File: src/rtl/noc_rr_inject_arbiter.sv
// Round-robin injection arbiter: picks one valid requester per cycle, loads it into a
// single registered output stage (optionally stamping the source ID) and counts grants per port.
module noc_rr_inject_arbiter #(
    parameter int                     N_PORTS   = 5,
    parameter int                     WIDTH     = 49,
    parameter int                     STAMP_SRC = 1,
    parameter logic [4*N_PORTS-1:0]   PORT_IDS  = 20'h43210,
    parameter int                     CNT_W     = 16
) (
    input  logic                       clk,
    input  logic                       reset,
    input  logic [N_PORTS-1:0]         in_valid,
    input  logic [N_PORTS*WIDTH-1:0]   in_data,
    output logic [N_PORTS-1:0]         in_ready,
    output logic                       out_valid,
    output logic [WIDTH-1:0]           out_data,
    input  logic                       out_ready,
    output logic [2:0]                 out_src,
    input  logic                       clr_cnt,
    output logic [N_PORTS*CNT_W-1:0]   grant_cnt
);

    logic                     win_found_s;
    logic [2:0]               win_idx_s;
    logic [2:0]               cand_s;
    logic                     can_load_s;
    logic                     load_s;
    logic [WIDTH-1:0]         sel_data_s;
    logic [3:0]               sel_id_s;
    logic [2:0]               rr_ptr_r;
    logic                     out_valid_r;
    logic [WIDTH-1:0]         out_data_r;
    logic [2:0]               out_src_r;
    logic [N_PORTS*CNT_W-1:0] grant_cnt_r;

    // (base + off) mod N_PORTS; both operands are below N_PORTS so one subtraction suffices
    function automatic logic [2:0] rr_index(input logic [2:0] base, input int unsigned off);
        logic [3:0] sum;
        sum = {1'b0, base} + 4'(off);
        if (sum >= 4'(N_PORTS)) begin
            sum = sum - 4'(N_PORTS);
        end else begin
            sum = sum;
        end
        return sum[2:0];
    endfunction

    function automatic logic [WIDTH-1:0] stamp_src(input logic [WIDTH-1:0] pkt, input logic [3:0] id);
        logic [WIDTH-1:0] res;
        res = pkt;
        if (STAMP_SRC != 0) begin
            res[7:4] = id;
        end else begin
            res = pkt;
        end
        return res;
    endfunction

    assign can_load_s = ~out_valid_r | out_ready;
    assign load_s     = can_load_s & win_found_s & ~reset;

    // Scan requesters starting at rr_ptr; the first valid one wins.
    always_comb begin
        win_found_s = 1'b0;
        win_idx_s   = 3'd0;
        cand_s      = 3'd0;
        for (int k = 0; k < N_PORTS; k++) begin
            cand_s = rr_index(rr_ptr_r, k);
            if (!win_found_s && in_valid[cand_s]) begin
                win_found_s = 1'b1;
                win_idx_s   = cand_s;
            end else begin
                win_found_s = win_found_s;
            end
        end
    end

    // Select the winner's packet and its source ID.
    always_comb begin
        sel_data_s = '0;
        sel_id_s   = 4'd0;
        for (int i = 0; i < N_PORTS; i++) begin
            if (3'(i) == win_idx_s) begin
                sel_data_s = in_data[WIDTH*i +: WIDTH];
                sel_id_s   = PORT_IDS[4*i +: 4];
            end else begin
                sel_data_s = sel_data_s;
            end
        end
    end

    // Accept strobe: only the arbitrated winner, and only when the output stage can take it.
    always_comb begin
        in_ready = '0;
        if (load_s) begin
            in_ready[win_idx_s] = 1'b1;
        end else begin
            in_ready = '0;
        end
    end

    // Output stage and round-robin pointer.
    always_ff @(posedge clk or posedge reset) begin
        if (reset) begin
            out_valid_r <= 1'b0;
            out_data_r  <= '0;
            out_src_r   <= 3'd0;
            rr_ptr_r    <= 3'd0;
        end else if (load_s) begin
            out_valid_r <= 1'b1;
            out_data_r  <= stamp_src(sel_data_s, sel_id_s);
            out_src_r   <= win_idx_s;
            rr_ptr_r    <= rr_index(win_idx_s, 1);
        end else if (can_load_s) begin
            out_valid_r <= 1'b0;
        end else begin
            out_valid_r <= out_valid_r;
        end
    end

    // Saturating per-port grant counters; a clear beats a coincident grant.
    always_ff @(posedge clk or posedge reset) begin
        if (reset) begin
            grant_cnt_r <= '0;
        end else if (clr_cnt) begin
            grant_cnt_r <= '0;
        end else if (load_s) begin
            for (int i = 0; i < N_PORTS; i++) begin
                if (3'(i) == win_idx_s && grant_cnt_r[CNT_W*i +: CNT_W] != {CNT_W{1'b1}}) begin
                    grant_cnt_r[CNT_W*i +: CNT_W] <= grant_cnt_r[CNT_W*i +: CNT_W] + {{(CNT_W-1){1'b0}}, 1'b1};
                end else begin
                    grant_cnt_r[CNT_W*i +: CNT_W] <= grant_cnt_r[CNT_W*i +: CNT_W];
                end
            end
        end else begin
            grant_cnt_r <= grant_cnt_r;
        end
    end

    assign out_valid = out_valid_r;
    assign out_data  = out_data_r;
    assign out_src   = out_src_r;
    assign grant_cnt = grant_cnt_r;

endmodule

File: config.mk
export PLATFORM = sky130hd
export DESIGN_NAME = noc_rr_inject_arbiter
export DESIGN_NICKNAME = d
export VERILOG_FILES = /design/src/rtl/noc_rr_inject_arbiter.sv
export SDC_FILE = /design/constraint.sdc
export NUM_CORES = 1
export LEC_CHECK = 0
export ABC_AREA = 1
export BUFFER_PORTS_ARGS = -buffer_cell sky130_fd_sc_hd__buf_2
export CELL_PAD_IN_SITES_DETAIL_PLACEMENT = 0
export CELL_PAD_IN_SITES_GLOBAL_PLACEMENT = 1
export CORE_UTILIZATION = 30
export DETAILED_ROUTE_END_ITERATION = 10
export GPL_TIMING_DRIVEN = 0
export HOLD_SLACK_MARGIN = 0.05
export PLACE_DENSITY = 0.79
export SYNTH_ARGS = -nofsm -noshare
export SYNTH_HDL_FRONTEND = slang
export SYNTH_SLANG_ARGS = --single-unit
export TNS_END_PERCENT = 1
File: constraint.sdc
create_clock -name clk -period 3.8 [get_ports clk]
set_input_delay 0.19 -clock clk [delete_from_list [all_inputs] [get_ports clk]]
set_output_delay 0.19 -clock clk [all_outputs]
set_load 0.02 [all_outputs]
==> results of run 1 <==
==> cell type report <==
type	count	share of cell area, %
clock buffer	18	3.16
timing repair inverter	1	0.0630
clock inverter	14	1.18
tap	435	3.91
buffer	62	3.08
multi-input combinational	1082	40.8
timing repair buffer	456	19.2
sequential	135	24.3
inverter	146	4.28
antenna	3	0.0540
==> worst paths after layout <==
kind	startpoint	to	cells after the start
max reg2reg	rr_ptr_r[0]	grant_cnt[54]	24
min in group asynchronous	reset	out_data[2]	3
min	in_data[51]	out_data[2]	5
max in group asynchronous	reset	grant_cnt[32]	5
max	rr_ptr_r[0]	grant_cnt[54]	24
min reg2reg	out_data[6]	out_data[6]	2
==> layout by cell type, fill, tap and decap left out, types with 4 or more instances in the layout <==
cell type / n
inv_1: 123
dfrtp_1: 134
o21ai_1: 14
nand3_2: 9
o31ai_1: 14
buf_12: 5
nor3_1: 36
buf_4: 41
dlygate4sd3_1: 48
inv_2: 15
nor2_4: 8
buf_2: 391
nand2_1: 360
a22oi_1: 44
nand2_4: 4
nor2_1: 198
nand3_1: 109
xor2_1: 33
ha_1: 10
buf_6: 9
a21oi_1: 31
nor2_2: 9
nand4_1: 67
o21ai_0: 41
or2_0: 14
clkbuf_4: 5
ha_4: 5
or2_2: 5
xnor2_1: 5
inv_6: 6
clkbuf_1: 13
clkbuf_16: 19
nand2_2: 20
nor4_1: 13
==> sequential cells by signal (all words and copies together) (netlist names) <==
signal	count
out_valid	1
out_src	3
out_data	48
grant_cnt	80
rr_ptr_r	3
==> report_power, final <==
group | switching, uW | internal, uW
Combinational | 8390 | 4730
Clock | 759 | 1010
Sequential | 186 | 1800
Total | 9330 | 7540
==> routing by layer <==
metal	global-route usage, %	routed length (um)
met1	30.4	17500
met4	8.71	1330
met5	0	31
met3	5.05	2670
met2	38.9	19100
==> timing repair <==
action                                  4_1_cts  5_1_grt
hold buffers                                 48        0
gates cloned                                  0        2
buffers inserted                              6       28
resized for setup                            54       40
hold endpoints to repair                     69        0
endpoints found under the setup margin      100      128
pin swaps                                     5       17
==> tightest hold or removal path, cell delays in order <==
cell and delay [ps]:
buf_2 80, a21oi_1 50, nand2_1 50, nand2_1 40, nand2_1 50
==> through the flow <==
| step | utilization, % | hold WS (ps) |
|---|---|---|
| 2_1_floorplan | - | 325 |
| 3_3_place_gp | 38.2 | 415 |
| 3_5_place_dp | 38.4 | 344 |
| 4_1_cts | 42.5 | 57.4 |
| 5_1_grt | 43.7 | 76.8 |
| 6_report | 43.7 | 69.0 |
==> cell families after synthesis <==
group	synth area share (%)
flip-flops	34.6
XOR/XNOR	3.41
adder cells (fa/ha/maj)	2.26
AO/OA/AOI/OAI	10.1
other	0.0384
buffers and inverters	9.13
AND/OR/NAND/NOR	40.4
==> summary.json, run 1 <==
{
  "numPlacedInstances": {"value": 2233},
  "routability_congestion_estimate": {"value": 0.910},
  "synth.cell_area": {"value": 9760, "unit": "um2"},
  "vias_per_cell": {"value": 4.90},
  "clock_tree_from_tritoncts": {"value": "done"},
  "timing.final.crit_period": {"value": 3650, "unit": "ps"},
  "post-layout-total-power": {"value": 16900, "unit": "uW"},
  "synthToLayoutAreaGrowth": {"value": 42.5, "unit": "%"},
  "syn_nets": {"value": 1696},
  "drt_pass1_iterations": {"value": 7},
  "clkSlewWorstSetupHoldPaths": {"value": 70, "unit": "ps"},
  "floorplan.die_area": {"value": 33200, "unit": "um2"},
  "finalSetupViolations": {"value": 0},
  "nNetsFinal": {"value": 2172},
  "placed_cell_area": {"value": 12200, "unit": "um2"},
  "synth_edf_count": {"value": 0},
  "timing_worst_setup_path_type": {"value": "reg2reg"},
  "place_worst_setup_slack": {"value": -915, "unit": "ps"},
  "crit_chain": {"value": "buf_6 -> inv_8 -> ha_4 -> inv_2 -> fa_2 -> inv_2 -> nand3_2 -> nand2_2 -> nand2_1 -> nand3_1 -> nand3_2 -> nand2_2 -> nand4_1 -> nor2_2 -> buf_4 -> nand2_2 -> nand3_4 -> ha_4 -> ha_4 -> nand2_1 -> nor2_4 -> nand4_1 -> o21ai_0 -> a21oi_1"},
  "initial_standard_cell_utilization_of_the_core": {"value": 30.7, "unit": "%"},
  "max-clock-path-buffers": {"value": 2},
  "postLayoutCellArea": {"value": 13900, "unit": "um2"},
  "synth-warning-count": {"value": 0},
  "wl": {"value": 40700, "unit": "um"},
  "slowest_delay": {"value": 400, "unit": "ps"},
  "cp_top_family": {"value": "simple AND/OR/NAND/NOR gates"},
  "fin_worst_skew": {"value": 9.63, "unit": "ps"},
  "timing.critical_path.required": {"value": 4110, "unit": "ps"},
  "grt_use_total": {"value": 23.6, "unit": "%"},
  "design.portCount": {"value": 392},
  "synth.largest_area_cell": {"value": "dfrtp_1"},
  "crit_path_top_delay_cell": {"value": "dfrtp_1"},
  "drt_drc_violations_left": {"value": 0},
  "gate_count_post_synth": {"value": 1425},
  "via_count": {"value": 11500},
  "clk_latency": {"value": 430, "unit": "ps"},
  "grt.overflow.total": {"value": 0},
  "clock_sink_total": {"value": 135},
  "ff_latch_area": {"value": 3380, "unit": "um2"},
  "grt_first_pass_wirelength": {"value": 60800, "unit": "um"},
  "first_iter_violations": {"value": 697},
  "async_flop_share": {"value": 100, "unit": "%"},
  "number_of_global_route_vias_before_repair": {"value": 10800},
  "finalWorstSetupSlack": {"value": 147, "unit": "ps"},
  "die_height": {"value": 182, "unit": "um"},
  "outcome": {"value": "completed"},
  "postSynth.topFlopCell": {"value": "dfrtp_1"},
  "synth.cells.most_frequent": {"value": "nand2_1, nor2_1, dfrtp_1, inv_1, nand3_1"},
  "drive_above_1_share": {"value": 30.9, "unit": "%"},
  "rows": {"value": 65},
  "post_synth_main_area_contributors": {"value": "dfrtp_1, nand2_1, nor2_1, nand3_1, inv_1"},
  "synthDistinctLibCells": {"value": 52},
  "layoutNonFillerInstCount": {"value": 2352},
  "p_leak": {"value": 0.00717, "unit": "uW"},
  "floorplan.die.width": {"value": 182, "unit": "um"},
  "htree_levels": {"value": 4},
  "timing_worst_slew_pin_value": {"value": 819, "unit": "ps"},
  "antenna_found_initial": {"value": 5},
  "maxClockFrequency": {"value": 274, "unit": "MHz"},
  "cts-buffers-inserted": {"value": 17},
  "rsz0062_at_grt": {"value": "yes"},
  "crit_arrival": {"value": 3970, "unit": "ps"},
  "drt-wirelength-per-cell": {"value": 17.3, "unit": "um"},
  "vdd_drop_max": {"value": 699, "unit": "uV"},
  "grt_start_max_net_pins": {"value": 39},
  "critical_path_maximum_fanout": {"value": 7},
  "power_density": {"value": 1210, "unit": "nW/um2"},
  "multiInputGateArea": {"value": 5670, "unit": "um2"},
  "crit_buf_inv": {"value": 5},
  "max_cap_viol_count": {"value": 0},
  "timing.final.max_slew_violations": {"value": 0},
  "postSynthAreaPerCell": {"value": 6.85, "unit": "um2"},
  "post-synth-top-count-cell": {"value": "nand2_1"},
  "min-delay-path-class": {"value": "in2reg"},
  "core_area": {"value": 31800, "unit": "um2"},
  "fraction_of_the_yosys_area_taken_by_sequential_cells": {"value": 34.6, "unit": "%"},
  "totalNegativeSetupSlack": {"value": 0, "unit": "ps"},
  "final_worst_path_cycle_share": {"value": 96.1, "unit": "%"},
  "detailed_place_hpwl": {"value": 30800, "unit": "um"},
  "clock-root-buffer": {"value": "clkbuf_16"},
  "yosys_register_bits": {"value": 135},
  "synth_top_area_share": {"value": 34.6, "unit": "%"},
  "critPathCaptureType": {"value": "flip-flop"},
  "timing.reg2reg.setup_slack": {"value": 150, "unit": "ps"},
  "startpoint_types": {"value": "flip-flop"},
  "route.antenna.remaining_nets": {"value": 0},
  "report.final.hold_viol_count": {"value": 0},
  "fill_cells": {"value": 3322},
  "portBuffers": {"value": 370},
  "timing.slew.headroom": {"value": 45.4, "unit": "%"}
}
No activity file was read; power rests on OpenSTA's default activity.
==> inputs of run 2 (changes only) <==
- RECOVER_POWER: unset -> 100
- SKIP_CTS_REPAIR_TIMING: unset -> 1
==> summary.json, run 2 (synthesized netlist as in run 1, its figures left out) <==
{
  "mostFrequentLayoutCells": {"value": "nand2_1, buf_2, nor2_1, clkbuf_1, dfrtp_1"},
  "met3RoutedLength": {"value": 2760, "unit": "um", "change": "+3.4%"},
  "vias_per_cell": {"value": 4.91, "change": "+0.33%"},
  "hold_ws": {"value": 58.7, "unit": "ps", "change": "-10.3 ps"},
  "power_density": {"value": 1240, "unit": "nW/um2", "change": "+2.0%"},
  "timing.reg2reg.setup_slack": {"value": 130, "unit": "ps", "change": "-20 ps"},
  "report.final.hold_viol_count": {"value": 0, "change": "unchanged"},
  "timing_worst_slew_pin_value": {"value": 2230, "unit": "ps", "change": "+1410 ps"},
  "netSwitchingPower": {"value": 9380, "unit": "uW", "change": "+0.49%"},
  "drt_pass1_iterations": {"value": 5, "change": "-2"},
  "nNetsFinal": {"value": 2170, "change": "-0.092%"},
  "r2r_end": {"value": "out_data[28]"},
  "drt-wirelength-per-cell": {"value": 17.2, "unit": "um", "change": "-0.30%"},
  "last_element_of_the_critical_path": {"value": "in_ready[0]"},
  "finalSetupViolations": {"value": 0, "change": "unchanged"},
  "core_area": {"value": 31800, "unit": "um2", "change": "unchanged"},
  "clock_sink_total": {"value": 135, "change": "unchanged"},
  "max-clock-path-buffers": {"value": 2, "change": "unchanged"},
  "first_iter_violations": {"value": 778, "change": "+12%"},
  "number_of_global_route_vias_before_repair": {"value": 10500, "change": "-2.9%"},
  "fin_worst_skew": {"value": 10.6, "unit": "ps", "change": "+0.962 ps"},
  "met1Wirelength": {"value": 17400, "unit": "um", "change": "-0.87%"},
  "grt_use_total": {"value": 23.3, "unit": "%", "change": "-0.35 points"},
  "timing.final.max_slew_violations": {"value": 38, "change": "+38"},
  "timing.final.crit_period": {"value": 3710, "unit": "ps", "change": "+60.2 ps"},
  "power.combinational.fraction": {"value": 77.9, "unit": "%", "change": "about the same"},
  "failed_checks": {"value": "capacitance limit, slew limit"},
  "portBuffers": {"value": 370, "change": "unchanged"},
  "synthToLayoutAreaGrowth": {"value": 40.9, "unit": "%"},
  "p_leak": {"value": 0.00664, "unit": "uW", "change": "-7.4%"},
  "drt_drc_violations_left": {"value": 0, "change": "unchanged"},
  "maxClockFrequency": {"value": 269, "unit": "MHz", "change": "-1.6%"},
  "cts-buffers-inserted": {"value": 17, "change": "unchanged"},
  "timing_worst_setup_path_type": {"value": "reg2out"},
  "design.portCount": {"value": 392, "change": "unchanged"},
  "timing.slew.headroom": {"value": -48.8, "unit": "%", "change": "-94 points"},
  "timing.critical_path.required": {"value": 3610, "unit": "ps", "change": "-500 ps"},
  "die_height": {"value": 182, "unit": "um", "change": "unchanged"},
  "min-delay-path-class": {"value": "in2reg"},
  "grt_first_pass_wirelength": {"value": 59800, "unit": "um", "change": "-1.7%"},
  "intPower": {"value": 7640, "unit": "uW", "change": "+1.3%"},
  "detailed_place_hpwl": {"value": 30800, "unit": "um", "change": "unchanged"},
  "rr_worst_depth": {"value": 25, "change": "+4.2%"},
  "clkSlewWorstSetupHoldPaths": {"value": 70, "unit": "ps", "change": "about the same"},
  "floorplan.die.width": {"value": 182, "unit": "um", "change": "unchanged"},
  "grt_start_max_net_pins": {"value": 39, "change": "unchanged"},
  "most_common_cell_after_layout_fill_and_taps_aside": {"value": "nand2_1"},
  "clock-root-buffer": {"value": "clkbuf_16"},
  "routability_congestion_estimate": {"value": 0.910, "change": "unchanged"},
  "via_count": {"value": 11500, "change": "+0.20%"},
  "critPathCaptureType": {"value": "primary output"},
  "clock_tree_from_tritoncts": {"value": "done"},
  "clk_latency": {"value": 430, "unit": "ps", "change": "about the same"},
  "rr_startpoint": {"value": "rr_ptr_r[0]"},
  "htree_levels": {"value": 4, "change": "unchanged"},
  "clock_power_share": {"value": 10.4, "unit": "%", "change": "about the same"},
  "initial_standard_cell_utilization_of_the_core": {"value": 30.7, "unit": "%", "change": "unchanged"},
  "p_sw_share": {"value": 55.1, "unit": "%", "change": "-0.21 points"},
  "rsz0062_at_grt": {"value": "yes"},
  "route.antenna.remaining_nets": {"value": 0, "change": "unchanged"},
  "grt.overflow.total": {"value": 0, "change": "unchanged"},
  "wl": {"value": 40500, "unit": "um", "change": "-0.43%"},
  "startpoint_types": {"value": "flip-flop"},
  "timing.critical_path.from": {"value": "rr_ptr_r[0]"},
  "power.share.sequential": {"value": 11.7, "unit": "%", "change": "about the same"},
  "antenna_found_initial": {"value": 4, "change": "-1"},
  "largest_reg_flops": {"value": 80, "change": "unchanged"},
  "finalCoreUtilization": {"value": 43.2, "unit": "%", "change": "-0.48 points"},
  "floorplan.die_area": {"value": 33200, "unit": "um2", "change": "unchanged"},
  "crit_arrival": {"value": 3520, "unit": "ps", "change": "-450 ps"},
  "outcome": {"value": "finished with violations"},
  "max_cap_viol_count": {"value": 1, "change": "+1"},
  "rows": {"value": 65, "change": "unchanged"},
  "final_worst_path_cycle_share": {"value": 97.7, "unit": "%", "change": "+1.6 points"},
  "detailroute.wirelength.met2": {"value": 19300, "unit": "um", "change": "+1.1%"},
  "vdd_drop_max": {"value": 692, "unit": "uV", "change": "-1.0%"},
  "drive_above_1_share": {"value": 24.2, "unit": "%", "change": "-6.7 points"},
  "maxUsedRoutingLayer": {"value": "met5"},
  "critical_path_maximum_fanout": {"value": 7, "change": "unchanged"}
}
-- run 2: changes by cell type in the layout (fill, tap and decap cells not counted), moves of 2 or more --
cell | previous run | this run
buf_2 | 391 | 251
buf_12 | 5 | 8
clkbuf_2 | 2 | 7
dlygate4sd3_1 | 48 | 45
o31ai_2 | 0 | 2
clkbuf_4 | 5 | 7
clkbuf_1 | 13 | 147
buf_6 | 9 | 7
o31ai_1 | 14 | 12
-- run 2: final cells by class --
cell class                      instances  area, um2
Multi-Input combinational cell       1082       5690
Clock buffer                           18        439
Fill cell                            3380      18000
Timing Repair Buffer                  455       2520
Sequential cell                       135       3380
Antenna cell                            2       5.00
Buffer                                 61        419
Clock inverter                         14        164
Tap cell                              435        544
Timing Repair inverter                  1       8.76
Inverter                              146        588
-- run 2: stage by stage --
stage	setup WS (ps)	std cells	power [uW]	cell area (um2)	TNS [ps]
floorplan	172	1425	10100	9760	0
global placement	-1820	2230	13400	12200	-210180
detailed placement	-915	2233	13400	12200	-32000
CTS	-977	2265	15300	12800	-39040
global route	-78.5	2349	18600	13800	-1440
finish	86.8	2349	17000	13800	0
-- run 2: routing by layer --
metal / global-route usage, % / up-vias
met3: 4.97 / 59
met1: 30.0 / 5383
met2: 38.9 / 458
met5: 0 / -
met4: 7.13 / 4
li1: - / 5637
-- run 2: critical path, cell delays in order, from the launching register on --
cell	delay, ps
dfrtp_1	400
buf_6	160
inv_8	70
ha_4	130
inv_2	40
fa_2	400
inv_2	110
nand2_4	60
nand2_2	80
nand2_2	80
nand2_1	60
nand3_1	70
nand3_2	80
nand2_2	70
nand4_1	140
nor2_2	70
buf_4	130
nand2_1	110
inv_1	90
nor2_4	160
buf_12	130
nand3_2	90
nor2_4	150
clkbuf_4	210
-- run 2: power by group through the flow --
| stage | logic (uW) | registers (uW) | clock network [uW] |
|---|---|---|---|
| floorplan | 7770 | 2330 | 0 |
| global placement | 11400 | 2000 | 0 |
| detailed placement | 11400 | 2010 | 0 |
| CTS | 11500 | 1990 | 1800 |
| global route | 14700 | 2030 | 1860 |
| finish | 13300 | 1990 | 1760 |
-- run 2: worst min-delay path by stage --
stage                             from           end  slack (ps)  cells past startpoint
after CTS                        reset   out_data[2]        -120                      2
final                       in_data[2]   out_data[2]          60                      5
after detailed placement         reset   out_data[2]         340                      2
after floorplan           in_data[196]   out_data[0]         330                      2
after global routing        in_data[1]   out_data[1]          60                      5
after global placement    in_data[242]  out_data[46]         420                      3
